File: src/rtl/instr_fetch_unit.sv
// instr_fetch_unit: fetches 32-bit instruction words over a req/ack memory
// port, holds each word for the datapath until it is accepted, then advances
// the PC. Redirects override everything; a HALT opcode parks the unit.
//
// Handshakes:
//   imem side : imem_req is held high with a stable imem_addr until imem_ack.
//               imem_ack is a single-cycle pulse that qualifies imem_rdata,
//               and it only counts while imem_req is high.
//   datapath  : an instruction transfers on a cycle where
//               instr_valid && instr_ready (an "accept"). instr, opcode and
//               pc_out stay stable while instr_valid is high without accept.
module instr_fetch_unit #(
  parameter logic [31:0] RESET_PC    = 32'h0000_0000,
  parameter logic [5:0]  HALT_OPCODE = 6'h3F
) (
  input  logic        clk,
  input  logic        rst_n,
  output logic        imem_req,
  output logic [31:0] imem_addr,
  input  logic        imem_ack,
  input  logic [31:0] imem_rdata,
  output logic [31:0] instr,
  output logic [5:0]  opcode,
  output logic        instr_valid,
  input  logic        instr_ready,
  output logic [31:0] pc_out,
  input  logic        redirect,
  input  logic [31:0] redirect_pc,
  output logic        halted,
  output logic [31:0] instr_count,
  output logic [1:0]  state_dbg
);

  typedef enum logic [1:0] {
    S_FETCH = 2'd0,
    S_ISSUE = 2'd1,
    S_HALT  = 2'd2
  } state_t;

  state_t      state_q, state_d;
  logic [31:0] pc_q, pc_d;
  logic [31:0] instr_q;
  logic [31:0] pc_out_q;
  logic [31:0] count_q;
  // Low for the first cycle after reset so imem_req only rises on the first
  // edge after rst_n deasserts; a stale ack in that cycle is ignored.
  logic        armed_q;
  logic        fetch_ack;
  logic        accept;
  logic        load_instr;
  logic        unused_bits;

  // Low address bits of the redirect target are forced to zero.
  assign unused_bits = ^redirect_pc[1:0];

  assign imem_req    = armed_q && (state_q == S_FETCH);
  assign imem_addr   = pc_q;
  assign instr       = instr_q;
  assign opcode      = instr_q[31:26];
  assign instr_valid = (state_q == S_ISSUE);
  assign halted      = (state_q == S_HALT);
  assign pc_out      = pc_out_q;
  assign instr_count = count_q;
  assign state_dbg   = state_q;

  assign fetch_ack = imem_req && imem_ack;
  assign accept    = instr_valid && instr_ready;

  // Next-state and PC logic; redirect has priority over every other event.
  always_comb begin
    state_d    = state_q;
    pc_d       = pc_q;
    load_instr = 1'b0;
    if (redirect) begin
      state_d = S_FETCH;
      pc_d    = {redirect_pc[31:2], 2'b00};
    end else begin
      case (state_q)
        S_FETCH: begin
          if (fetch_ack) begin
            load_instr = 1'b1;
            state_d    = S_ISSUE;
          end
        end
        S_ISSUE: begin
          if (accept) begin
            if (opcode == HALT_OPCODE) begin
              state_d = S_HALT;
            end else begin
              pc_d    = pc_q + 32'd4;
              state_d = S_FETCH;
            end
          end
        end
        S_HALT: begin
          state_d = S_HALT;
        end
        default: begin
          state_d = S_FETCH;
        end
      endcase
    end
  end

  // State, PC and request-arming registers.
  always_ff @(posedge clk or negedge rst_n) begin
    if (!rst_n) begin
      state_q <= S_FETCH;
      pc_q    <= RESET_PC;
      armed_q <= 1'b0;
    end else begin
      state_q <= state_d;
      pc_q    <= pc_d;
      armed_q <= 1'b1;
    end
  end

  // Held instruction word and its address, captured on a kept fetch ack.
  always_ff @(posedge clk or negedge rst_n) begin
    if (!rst_n) begin
      instr_q  <= 32'd0;
      pc_out_q <= RESET_PC;
    end else if (load_instr) begin
      instr_q  <= imem_rdata;
      pc_out_q <= pc_q;
    end
  end

  // Accepted-instruction counter; an accept still counts under a redirect.
  always_ff @(posedge clk or negedge rst_n) begin
    if (!rst_n) begin
      count_q <= 32'd0;
    end else if (accept) begin
      count_q <= count_q + 32'd1;
    end
  end

endmodule

File: config.mk
export PLATFORM = sky130hd
export DESIGN_NAME = instr_fetch_unit
export DESIGN_NICKNAME = d
export VERILOG_FILES = /design/src/rtl/instr_fetch_unit.sv
export SDC_FILE = /design/constraint.sdc
export NUM_CORES = 1
export LEC_CHECK = 0
export BUFFER_PORTS_ARGS = -buffer_cell sky130_fd_sc_hd__clkbuf_2
export CAP_MARGIN = 25
export CORE_MARGIN = 1
export CORE_UTILIZATION = 45
export DETAILED_ROUTE_END_ITERATION = 12
export HOLD_SLACK_MARGIN = 0.05
export PLACE_DENSITY = 0.76
export SYNTH_ARGS = -nofsm -noshare
export SYNTH_HDL_FRONTEND = slang
export SYNTH_SLANG_ARGS = --single-unit
File: constraint.sdc
create_clock -name clk -period 1.7 [get_ports clk]
set_input_delay 0.255 -clock clk [delete_from_list [all_inputs] [get_ports clk]]
set_output_delay 0.255 -clock clk [all_outputs]
set_load 0.03 [all_outputs]
**After elaboration in Yosys (flattened, before gate mapping)**

Cells that the tools add are included.

- Register bits after elaboration: 131
- Latch bits: 0
- Bits in writable memories: 0
- Memory bits (read-only): 0
- Bits of input ports: 69
- Output and inout port bits: 139
- Word-level logic and storage cells: 34
- Memories kept: 0

- Add/subtract/negate cells: 2
- Multipliers: 0
- Div/mod/pow operators: 0
- Magnitude comparators: 0
- Equality and inequality tests: 6
- Shift operators: 0
- Muxes and demuxes: 12
- Bitwise logic cells: 0
- Reduce and logical (&&, ||, !) cells: 8

Operator list:

| operator | count |
|---|---|
| 32-bit two-way mux | 4 |
| 32-bit by 1-bit adder with 32-bit output, second input constant | 1 |
| 32-bit by 3-bit adder with 32-bit output, second input constant | 1 |
| 2-bit two-way mux | 4 |
| 6-bit equality test, second input constant | 1 |
| 2-bit one-hot mux with 3 select lines | 1 |
| 2-bit nonzero test | 2 |
| 1-bit logical AND | 3 |
| 1-bit two-way mux | 3 |
| 3-bit by 1-bit inequality test with 1-bit output, second input constant | 1 |
| 3-bit inequality test, second input constant | 1 |
| 3-bit AND reduction | 1 |
| 2-bit by 1-bit equality test with 1-bit output, second input constant | 1 |
| 2-bit equality test, second input constant | 1 |
| 2-bit zero test | 1 |
| 2-bit inequality test, second input constant | 1 |
| 2-bit AND reduction | 1 |

**Logic depth before layout (Yosys ltp)**

Gate-level depths: netlist of the first run.

- Word-level depth: 6
- Gate-level depth with buffers: 6
- Mapped depth without buffers: 6

**Worst setup path after synthesis of the first run**

No wires, ideal clock.

- Path kind: register -> register
- From: register state_q[0], in the netlist state_dbg[0]
- To: register instr_q[0], in the netlist instr[0]
- Library setup time: 0.125 ns
- Arrival: 2.189 ns
- Data required time: 1.575 ns
- Path slack: -0.614 ns
- Stages on the path, launching flop included: 6
- Cells stage by stage: dfrtp_1 > nor3b_1 > nand3b_1 > clkbuf_1 > buf_2 > mux2_2

- Cells in the longest elaborated chain, start to end: 6

RTL lines:

| element | line | source |
|---|---|---|
| start: declaration | 40 | `state_t state_q, state_d;` |
| start signal: assignment | 112 | `state_q <= state_d;` |
| 2-bit zero test | 56 | `assign imem_req = armed_q && (state_q == S_FETCH);` |
| 1-bit logical AND | 56 |  |
| via imem_req | 18 | `output logic imem_req,` |
| 1-bit logical AND | 66 | `assign fetch_ack = imem_req && imem_ack;` |
| 1-bit two-way mux | 80 | `if (fetch_ack) begin` |
| 1-bit two-way mux | 78 | `case (state_q)` |
| 1-bit two-way mux | 74 | `if (redirect) begin` |
| end signal: assignment | 124 | `instr_q <= imem_rdata;` |
| end: declaration | 42 | `logic [31:0] instr_q;` |

The timed path passes the listed nets, and every way through them passes these cells.
A chain may end at the register's enable or synchronous reset.

**Final worst setup path of the first run**

- From: register instr_q[29], in the netlist instr[29]
- To: register pc_q[31], in the netlist imem_addr[31]

- Cells in the longest elaborated chain, start to end: 3

RTL lines:

| element | line | source |
|---|---|---|
| 6-bit equality test | 87 | `if (opcode == HALT_OPCODE) begin` |
| 2-bit inequality test (no line) | -- |  |
| 3-bit AND reduction (no line) | -- |  |
| end signal: assignment | 113 | `pc_q <= pc_d;` |
| end: declaration | 41 | `logic [31:0] pc_q, pc_d;` |

Every way passes these cells.

==> results.sh, run 1 <==
export IMPL_avgSynthCellArea_um2=12.3
export IMPL_hp_start="redirect_pc[3]"
export IMPL_grt_usage_pct=21.5
export IMPL_synth_top_family_by_area="simple AND/OR/NAND/NOR gates"
export IMPL_cp_cell_sequence="and4_4, a211o_4, nor4_4, xor2_1, mux2_2"
export IMPL_drt_pass1_iterations=4
export IMPL_routed_via_density=4.94
export IMPL_ys_warn_count=0
export IMPL_drc_errors=0
export IMPL_worstSetupEndpointType="register"
export IMPL_final_antenna_net_count=0
export IMPL_grt_setup_unrepaired="yes"
export IMPL_clock_latency_ns=0.42
export IMPL_finalCritPeriodShare_pct=100
export IMPL_ir_drop_mv=0.744
export IMPL_reg2reg_from="instr[29]"
export IMPL_io_pin_count=208
export IMPL_core_area_um2=12600
export IMPL_status="finished clean"
export IMPL_wire_per_inst_um=15.3
export IMPL_drt_iter0_drc=260
export IMPL_critPathBufInv=0
export IMPL_clock_path_buffers=2
export IMPL_critPathLaunchType="register"
export IMPL_crit_type="register to register"
export IMPL_cts_root_buf="clkbuf_16"
export IMPL_setup_violations=0
export IMPL_cp_startpoint="instr[29]"
export IMPL_portBuffers=201
export IMPL_final_cell_mix="198 x clkbuf_2, 96 x dfrtp_1, 62 x mux2_2"
export IMPL_p_per_area_nw_per_um2=1200
export IMPL_finalCriticalPeriod_ns=1.70
export IMPL_slew_viol_final=0
export IMPL_path_delay_family="compound AO/OA/AOI/OAI gates"
export IMPL_ys_types=40
export IMPL_cts_buffers=17
export IMPL_synth_compound_area_share_pct=3.09
export IMPL_die_h_um=116
export IMPL_antenna_found_initial=0
export IMPL_final_common_cell="clkbuf_2"
export IMPL_syn_inst=474
export IMPL_cts_sinks=127
export IMPL_grt_max_degree=60
export IMPL_htree_levels=4
export IMPL_die_w_um=116
export IMPL_fin_total_pwr_mw=10.0
export IMPL_min_path_type="input port to register"
export IMPL_dpl_worst_slack_ns=-0.0565
export IMPL_vias=4602
export IMPL_timing_fmax_mhz=588
export IMPL_finClkSkew_ns=0.00796
export IMPL_cap_violations=0
export IMPL_start_util_pct=46.2
export IMPL_required_ns=1.99
export IMPL_p_leak_nw=4.11
export IMPL_clk_pin_slew_ns=0.06
export IMPL_synth_simple_area_share_pct=17.0
export IMPL_place_hpwl_um=10300
export IMPL_worst_path_max_fanout=7
export IMPL_finalSetupTns_ns=0
export IMPL_tritoncts="done"
export IMPL_yosysSeqAreaShare_pct=54.5
export IMPL_grt_pass1_vias=4491
export IMPL_synthesis_area_um2=5830
export IMPL_max_stage_delay_ns=0.41
export IMPL_fill_cells=945
export IMPL_worstPathArrival_ns=1.99
export IMPL_finalWirelength_um=14200
export IMPL_die_area_um2=13400
export IMPL_grt_overflow_total=0
export IMPL_muxShareOfSynthArea_pct=12.5
export IMPL_row_count=41
export IMPL_holdWs_ns=0.0599
export IMPL_fin_nets=817
export IMPL_grt_pass1_wl_um=21900
export IMPL_ys_ff_latch=127
export IMPL_synth_xor_area_share_pct=9.01
export IMPL_routabilityCongestion=0.813
export IMPL_hold_viol_final=0
export IMPL_n_antenna_cell=0
export IMPL_area_delta_synth_final_pct=43.9
export IMPL_synthAdderAreaFrac_pct=0.429
export IMPL_cpMaxStageDelayCell="a211o_4"
export IMPL_final_layout_size_suffix_gt1_share_pct=58.0
export IMPL_setup_slack_ns=0.000686
sequential cells by signal (all words and copies together) (netlist names):
name and flops:
instr 32, armed_q 1, pc_out 30, instr_count 32
imem_addr 30, state_dbg 2
kinds of logic after synthesis:
family	count (synthesis)
AND/OR/NAND/NOR	151
flip-flops	127
multiplexers	65
XOR/XNOR	60
buffers and inverters	34
AO/OA/AOI/OAI	33
adder cells (fa/ha/maj)	2
other	2
layout make-up:
| cell class | count | area, um^2 | share of cell area (%) |
|---|---|---|---|
| Timing Repair Buffer | 277 | 1700 | 20.3 |
| Clock buffer | 20 | 437 | 5.20 |
| Sequential cell | 127 | 3220 | 38.3 |
| Clock inverter | 12 | 168 | 2.00 |
| Inverter | 7 | 26.3 | 0.313 |
| Tap cell | 172 | 215 | 2.56 |
| Multi-Input combinational cell | 316 | 2630 | 31.4 |
synth_stat cells:
| master | instances | area [um^2] |
|---|---|---|
| nand3_2 | 1 | 10.0 |
| inv_1 | 7 | 26.3 |
| nor4_4 | 2 | 42.5 |
| nor3_1 | 2 | 10.0 |
| and2_0 | 1 | 6.26 |
| nand3_1 | 19 | 95.1 |
| or2_4 | 1 | 8.76 |
| ha_1 | 2 | 25.0 |
| buf_6 | 3 | 33.8 |
| dfrtp_1 | 127 | 3180 |
| a21oi_1 | 1 | 5.00 |
| nand4_2 | 2 | 25.0 |
| nor3_4 | 1 | 16.3 |
| and3_1 | 5 | 31.3 |
| conb_1 | 2 | 7.51 |
| and4_1 | 10 | 87.6 |
| o21ai_1 | 20 | 100 |
| a211o_4 | 1 | 17.5 |
| clkbuf_1 | 7 | 26.3 |
| xnor2_1 | 49 | 429 |
| buf_2 | 7 | 35.0 |
| nor3b_2 | 1 | 12.5 |
| a211oi_1 | 1 | 7.51 |
| o21ai_0 | 10 | 50.1 |
| nor3_2 | 8 | 80.1 |
| xor2_1 | 11 | 96.3 |
| mux2i_1 | 3 | 30.0 |
| and3b_1 | 1 | 8.76 |
| nand4_1 | 9 | 56.3 |
| nor2b_1 | 2 | 12.5 |
| nor3b_1 | 1 | 7.51 |
| mux2_2 | 62 | 698 |
| nor2_1 | 11 | 41.3 |
| and2_1 | 2 | 12.5 |
| nand3b_1 | 2 | 15.0 |
| nor4b_4 | 1 | 23.8 |
| nor4_2 | 9 | 113 |
| nand4_4 | 3 | 63.8 |
| buf_4 | 10 | 75.1 |
| nand2_1 | 57 | 214 |
stage by stage:
stage | util (%) | cell area (um^2) | instances
finish | 66.5 | 8400 | 931
global placement | 59.3 | 7490 | 882
detailed placement | 59.3 | 7490 | 882
floorplan | - | 5960 | 477
global route | 66.5 | 8400 | 931
CTS | 65.2 | 8230 | 926
timing repair:
action,4_1_cts,5_1_grt
pin swaps,5,16
hold endpoints to repair,44,0
gates resized for setup,8,32
hold buffers,8,0
setup buffers,4,5
endpoints found under the setup margin,23,44
power by group:
group	switching, mW	internal, mW
Combinational	1.66	0.910
Sequential	0.275	3.48
Clock	1.29	2.44
Total	3.22	6.83
tightest hold or removal path: stages:
cell and delay [ns]:
clkbuf_2 0.08, nand2_1 0.04, o21ai_0 0.06
worst paths after layout:
kind                                   endpoint  slack, ns  cells past startpoint
worst max-delay path              imem_addr[31]     0.0007                      5
worst min-delay path               imem_addr[3]       0.06                      3
worst max register to register    imem_addr[31]     0.0007                      5
worst min register to register  instr_count[14]       0.49                      1
max in group asynchronous         imem_addr[18]       0.73                      3
min in group asynchronous       instr_count[22]       0.34                      2
per-layer routing:
| layer | track usage, % | up-vias | wire length [um] |
|---|---|---|---|
| li1 | - | 2178 | - |
| met1 | 26.5 | 2245 | 5920 |
| met2 | 36.5 | 163 | 7310 |
| met3 | 5.54 | 16 | 832 |
| met4 | 7.69 | 0 | 184 |
| met5 | 0 | - | 0 |
Note: power is estimated with default switching activity, not from simulation.
==> inputs of run 2 (changes only) <==
Settings changed: CORE_MARGIN 1 to default.
Clock period 1.7 ns to 1.55 ns, I/O delays scaled along.
==> run 2 against run 1 <==
  * The run now ends with negative setup slack left
  * Sequential power increased by 10%
  * Global-route usage increased by 4.7 points
  * Critical path depth increased by 2
  * Die area unchanged
  * Cell area increased by 15%
  * Sequential share of layout area decreased by 4.8 points
  * Non-clock buffer count increased by 82
  * Via count increased by 12%
  * Largest cell class unchanged
  * Highest routed layer unchanged
==> results.sh, run 2 (synthesis gave the netlist of run 1 again) <==
export IMPL_status="finished, violations left"
export IMPL_violations="negative setup slack"
export IMPL_finClkSkew_ns=0.00967
export IMPL_drt_iter0_drc=258
export IMPL_drc_errors=0
export IMPL_fill_cells=777
export IMPL_switching_share_pct=33.7
export IMPL_worstPathArrival_ns=2.04
export IMPL_cp_startpoint="state_dbg[1]"
export IMPL_io_pin_count=208
export IMPL_dp_cells=905
export IMPL_core_area_um2=12600
export IMPL_reg2reg_from="state_dbg[1]"
export IMPL_min_path_type="input port to register"
export IMPL_portBuffers=201
export IMPL_cap_violations=0
export IMPL_finalCritPeriodShare_pct=113
export IMPL_worst_path_max_fanout=9
export IMPL_grt_overflow_total=0
export IMPL_clock_power_share_pct=34.0
export IMPL_multi_input_area_um2=2910
export IMPL_r2r_slack_ns=-0.21
export IMPL_place_hpwl_um=10900
export IMPL_worstSetupEndpointType="register"
export IMPL_clock_latency_ns=0.41
export IMPL_register_area_um2=3220
export IMPL_grt_pass1_wl_um=26500
export IMPL_setup_slack_ns=-0.207
export IMPL_fin_nets=899
export IMPL_timing_fmax_mhz=569
export IMPL_final_core_util_pct=76.2
export IMPL_die_h_um=116
export IMPL_final_antenna_net_count=0
export IMPL_setup_violations=114
export IMPL_routabilityCongestion=0.796
export IMPL_grt_usage_pct=26.2
export IMPL_tritoncts="done"
export IMPL_final_common_cell="clkbuf_2"
export IMPL_vias=5176
export IMPL_fin_total_pwr_mw=11.0
export IMPL_internal_power_mw=7.31
export IMPL_crit_path_end="instr[20]"
export IMPL_cts_sinks=127
export IMPL_p_leak_nw=4.67
export IMPL_cts_buffers=17
export IMPL_n_antenna_cell=0
export IMPL_start_util_pct=46.2
export IMPL_wire_per_inst_um=18.3
export IMPL_r2r_cells=7
export IMPL_die_area_um2=13400
export IMPL_grt_setup_unrepaired="yes"
export IMPL_clock_path_buffers=2
export IMPL_area_delta_synth_final_pct=64.9
export IMPL_slew_viol_final=0
export IMPL_row_count=41
export IMPL_worstReg2RegEnd="instr[20]"
export IMPL_hold_viol_final=0
export IMPL_antenna_found_initial=0
export IMPL_grt_pass1_vias=5373
export IMPL_finalWirelength_um=18500
export IMPL_final_layout_size_suffix_gt1_share_pct=62.0
export IMPL_combPwrFrac_pct=28.4
export IMPL_htree_levels=4
export IMPL_critPathLaunchType="register"
export IMPL_required_ns=1.83
export IMPL_drt_pass1_iterations=4
export IMPL_p_per_area_nw_per_um2=1150
export IMPL_final_cell_mix="196 x clkbuf_2, 91 x dfrtp_1, 73 x buf_4"
export IMPL_cts_root_buf="clkbuf_16"
export IMPL_sequentialPowerShare_pct=37.6
export IMPL_finalCriticalPeriod_ns=1.76
export IMPL_crit_type="register to register"
export IMPL_routed_via_density=5.11
export IMPL_fin_cells=1013
export IMPL_die_w_um=116
export IMPL_power_switching_mw=3.72
export IMPL_clk_pin_slew_ns=0.06
export IMPL_ir_drop_mv=0.836
export IMPL_grt_max_degree=45
[run 2: changes by cell type in the layout (fill, tap and decap cells not counted), moves of 6 or more]
cell | previous run | this run
dlygate4sd3_1 | 8 | 38
buf_6 | 3 | 29
buf_4 | 59 | 73
nand3_1 | 17 | 10
o21ai_0 | 8 | 1
xnor2_1 | 49 | 42
xnor2_2 | 0 | 7
nand2_1 | 57 | 51
[run 2: through the flow]
step	setup slack (ns)	hold slack [ns]	cell area [um^2]	setup TNS, ns
3_3_place_gp	-0.168	0.174	7690	-3.61
2_1_floorplan	-0.221	-0.0631	6010	-15.39
6_report	-0.207	0.0562	9620	-10.99
4_1_cts	-0.159	0.0503	9170	-7.75
5_1_grt	-0.253	0.0523	9620	-18.23
3_5_place_dp	-0.234	0.189	7690	-6.98
[run 2: how the worst min path moves through the flow]
stage	from	end	slack [ns]	depth (start not counted)
floorplan	rst_n	armed_q	-0.06	0
global route	imem_rdata[24]	instr[24]	0.05	2
global placement	rst_n	instr_count[22]	0.17	1
CTS	imem_rdata[17]	instr[17]	0.05	2
finish	redirect_pc[15]	imem_addr[15]	0.06	3
detailed placement	rst_n	instr_count[22]	0.19	1
[run 2: cell type report]
type / count / share of cell area [%]
Sequential cell: 127 / 33.5
Inverter: 7 / 0.273
Tap cell: 172 / 2.24
Clock buffer: 26 / 5.09
Timing Repair Buffer: 359 / 28.0
Clock inverter: 6 / 0.598
Multi-Input combinational cell: 316 / 30.3
[run 2: critical path, stage by stage, from the launching register on]
cell      delay (ns)
dfrtp_2         0.41
buf_6           0.14
nor3b_4         0.19
nand3b_1        0.15
buf_12          0.19
buf_12          0.13
buf_16          0.13
mux2_2          0.29
[run 2: timing repair]
item,CTS,global route
resized for setup,65,69
pin swaps,35,45
buffers inserted,17,16
hold buffers,38,0
gates cloned,5,4
setup endpoints to repair,115,120
hold endpoints to repair,79,0
[run 2: power by group through the flow]
stage               Sequential, mW  Combinational [mW]  Clock [mW]
finish                        4.14                3.14        3.75
global route                  4.19                3.32        3.93
CTS                           4.12                3.03        3.77
detailed placement            4.17                2.86           0
global placement              4.12                2.81           0
floorplan                     5.20               0.767           0
[run 2: per-layer routing]
layer,part of all wire [%],up-vias,routed length (um),global-route usage (%)
li1,-,2347,-,-
met1,39,2592,7250,29.9
met2,53,204,9850,47.1
met3,5.4,33,1010,6.75
met4,2.3,0,430,9.49
met5,0,-,0,0
==> inputs of run 3 (changes only) <==
Settings changed: CTS_BUF_LIST from default to sky130_fd_sc_hd__clkbuf_16.
==> run 3 against run 2 <==
  * The run still ends with negative setup slack left
  * Clock power down 5%
  * Worst hold slack worse by 0.00073 ns
  * Cell area down 2.8%
  * Final cell count down 0.79%
  * Via count down 1.1%
  * Power down 2.6%
  * Critical path depth down 1
  * Non-clock buffer count down 9
  * Largest cell class unchanged
==> results.sh, run 3 (synthesis gave the netlist of run 1 again) <==
export IMPL_status="finished, violations left"
export IMPL_violations="negative setup slack"
export IMPL_cts_sinks=127
export IMPL_cap_violations=0
export IMPL_area_delta_synth_final_pct=60.3
export IMPL_drt_pass1_iterations=4
export IMPL_grt_usage_pct=26.2
export IMPL_wl_met2_um=9300
export IMPL_portBuffers=201
export IMPL_routabilityCongestion=0.796
export IMPL_io_pin_count=208
export IMPL_die_h_um=116
export IMPL_grt_pass1_vias=5368
export IMPL_p_leak_nw=4.59
export IMPL_final_common_cell="clkbuf_2"
export IMPL_worstSetupEndpointType="register"
export IMPL_hold_viol_final=0
export IMPL_place_hpwl_um=10900
export IMPL_setup_slack_ns=-0.175
export IMPL_required_ns=1.85
export IMPL_antenna_found_initial=1
export IMPL_final_cell_mix="197 x clkbuf_2, 92 x dfrtp_1, 76 x buf_4"
export IMPL_clock_latency_ns=0.42
export IMPL_cts_root_buf="clkbuf_16"
export IMPL_ir_drop_mv=0.780
export IMPL_timing_fmax_mhz=580
export IMPL_clk_pin_slew_ns=0.06
export IMPL_slew_viol_final=0
export IMPL_clock_path_buffers=2
export IMPL_grt_setup_unrepaired="yes"
export IMPL_fin_nets=890
export IMPL_htree_levels=4
export IMPL_row_count=41
export IMPL_worst_path_max_fanout=10
export IMPL_min_path_type="input port to register"
export IMPL_dpl_worst_slack_ns=-0.234
export IMPL_grt_overflow_total=0
export IMPL_fin_total_pwr_mw=10.7
export IMPL_routed_via_density=5.09
export IMPL_drt_iter0_drc=307
export IMPL_grt_pass1_wl_um=26600
export IMPL_die_w_um=116
export IMPL_finalWirelength_um=17700
export IMPL_dr_wl_met3_um=1050
export IMPL_final_antenna_net_count=0
export IMPL_worstPathArrival_ns=2.03
export IMPL_start_util_pct=46.2
export IMPL_critPathLaunchType="register"
export IMPL_finalCritPeriodShare_pct=111
export IMPL_cts_buffers=17
export IMPL_p_per_area_nw_per_um2=1150
export IMPL_setup_violations=114
export IMPL_topRoutingLayerUsed="met4"
export IMPL_finalCriticalPeriod_ns=1.73
export IMPL_wire_per_inst_um=17.6
export IMPL_grt_max_degree=45
export IMPL_vias=5117
export IMPL_met1_length_um=6940
export IMPL_crit_type="register to register"
export IMPL_drc_errors=0
export IMPL_tritoncts="done"
export IMPL_final_core_util_pct=74.1
export IMPL_core_area_um2=12600
export IMPL_final_layout_size_suffix_gt1_share_pct=59.9
export IMPL_die_area_um2=13400
export IMPL_finClkSkew_ns=0.0107
## run 3: cell types whose count changed in the layout (fill, tap and decap cells not counted), moves of 4 or more
cell and delta:
buf_6 -8, buf_12 -6, clkbuf_1 -6, inv_1 +6, clkbuf_16 -4
## run 3: cell type report
cell class,instances,area (um^2)
fill,838,3270
sequential,127,3220
multi-input combinational,316,2820
timing repair buffer,350,2550
clock buffer,17,425
tap,172,215
clock inverter,15,91.3
inverter,7,26.3
antenna,1,2.50
## run 3: final timing paths
| check | start | slack, ns | depth (start not counted) | end |
|---|---|---|---|---|
| setup / recovery | state_dbg[1] | -0.18 | 6 | pc_out[9] |
| hold / removal | imem_rdata[15] | 0.06 | 2 | instr[15] |
| max in group asynchronous | rst_n | 0.62 | 3 | instr[30] |
| min in group asynchronous | rst_n | 0.32 | 2 | instr_count[22] |
| setup reg to reg | state_dbg[1] | -0.18 | 6 | pc_out[9] |
| hold reg to reg | instr_count[31] | 0.48 | 1 | instr_count[31] |
## run 3: routing by layer
layer | global-route usage, % | up-vias
li1 | - | 2322
met1 | 30.0 | 2549
met2 | 47.7 | 209
met3 | 6.28 | 37
met4 | 9.15 | 0
met5 | 0 | -
## run 3: power breakdown
part           internal [mW]  switching, mW  total [mW]
logic                   1.14           1.92        3.06
registers               3.82          0.326        4.14
clock network           2.13           1.42        3.55
## run 3: timing repair
| item | CTS | global route |
|---|---|---|
| pin swaps | 33 | 47 |
| hold buffers | 40 | 0 |
| cloned | 6 | 0 |
| hold endpoints to repair | 81 | 0 |
| resized for setup | 62 | 40 |
| setup endpoints to repair | 115 | 119 |
| setup buffers | 12 | 10 |
## run 3: critical path, stage by stage, from the launching register on
cell and delay (ns):
dfrtp_2 0.41, buf_6 0.13, nor3b_4 0.20, nand3b_1 0.12, buf_6 0.19, bufbuf_16 0.29
mux2_2 0.27
## run 3: stage by stage
step | TNS [ns] | hold WS (ns) | instances | area, um^2
3_3_place_gp | -3.61 | 0.174 | 905 | 7690
2_1_floorplan | -15.39 | -0.0631 | 477 | 6010
3_5_place_dp | -6.98 | 0.189 | 905 | 7690
5_1_grt | -15.38 | 0.0511 | 1005 | 9350
4_1_cts | -8.56 | 0.0502 | 995 | 9150
6_report | -9.17 | 0.0555 | 1005 | 9350
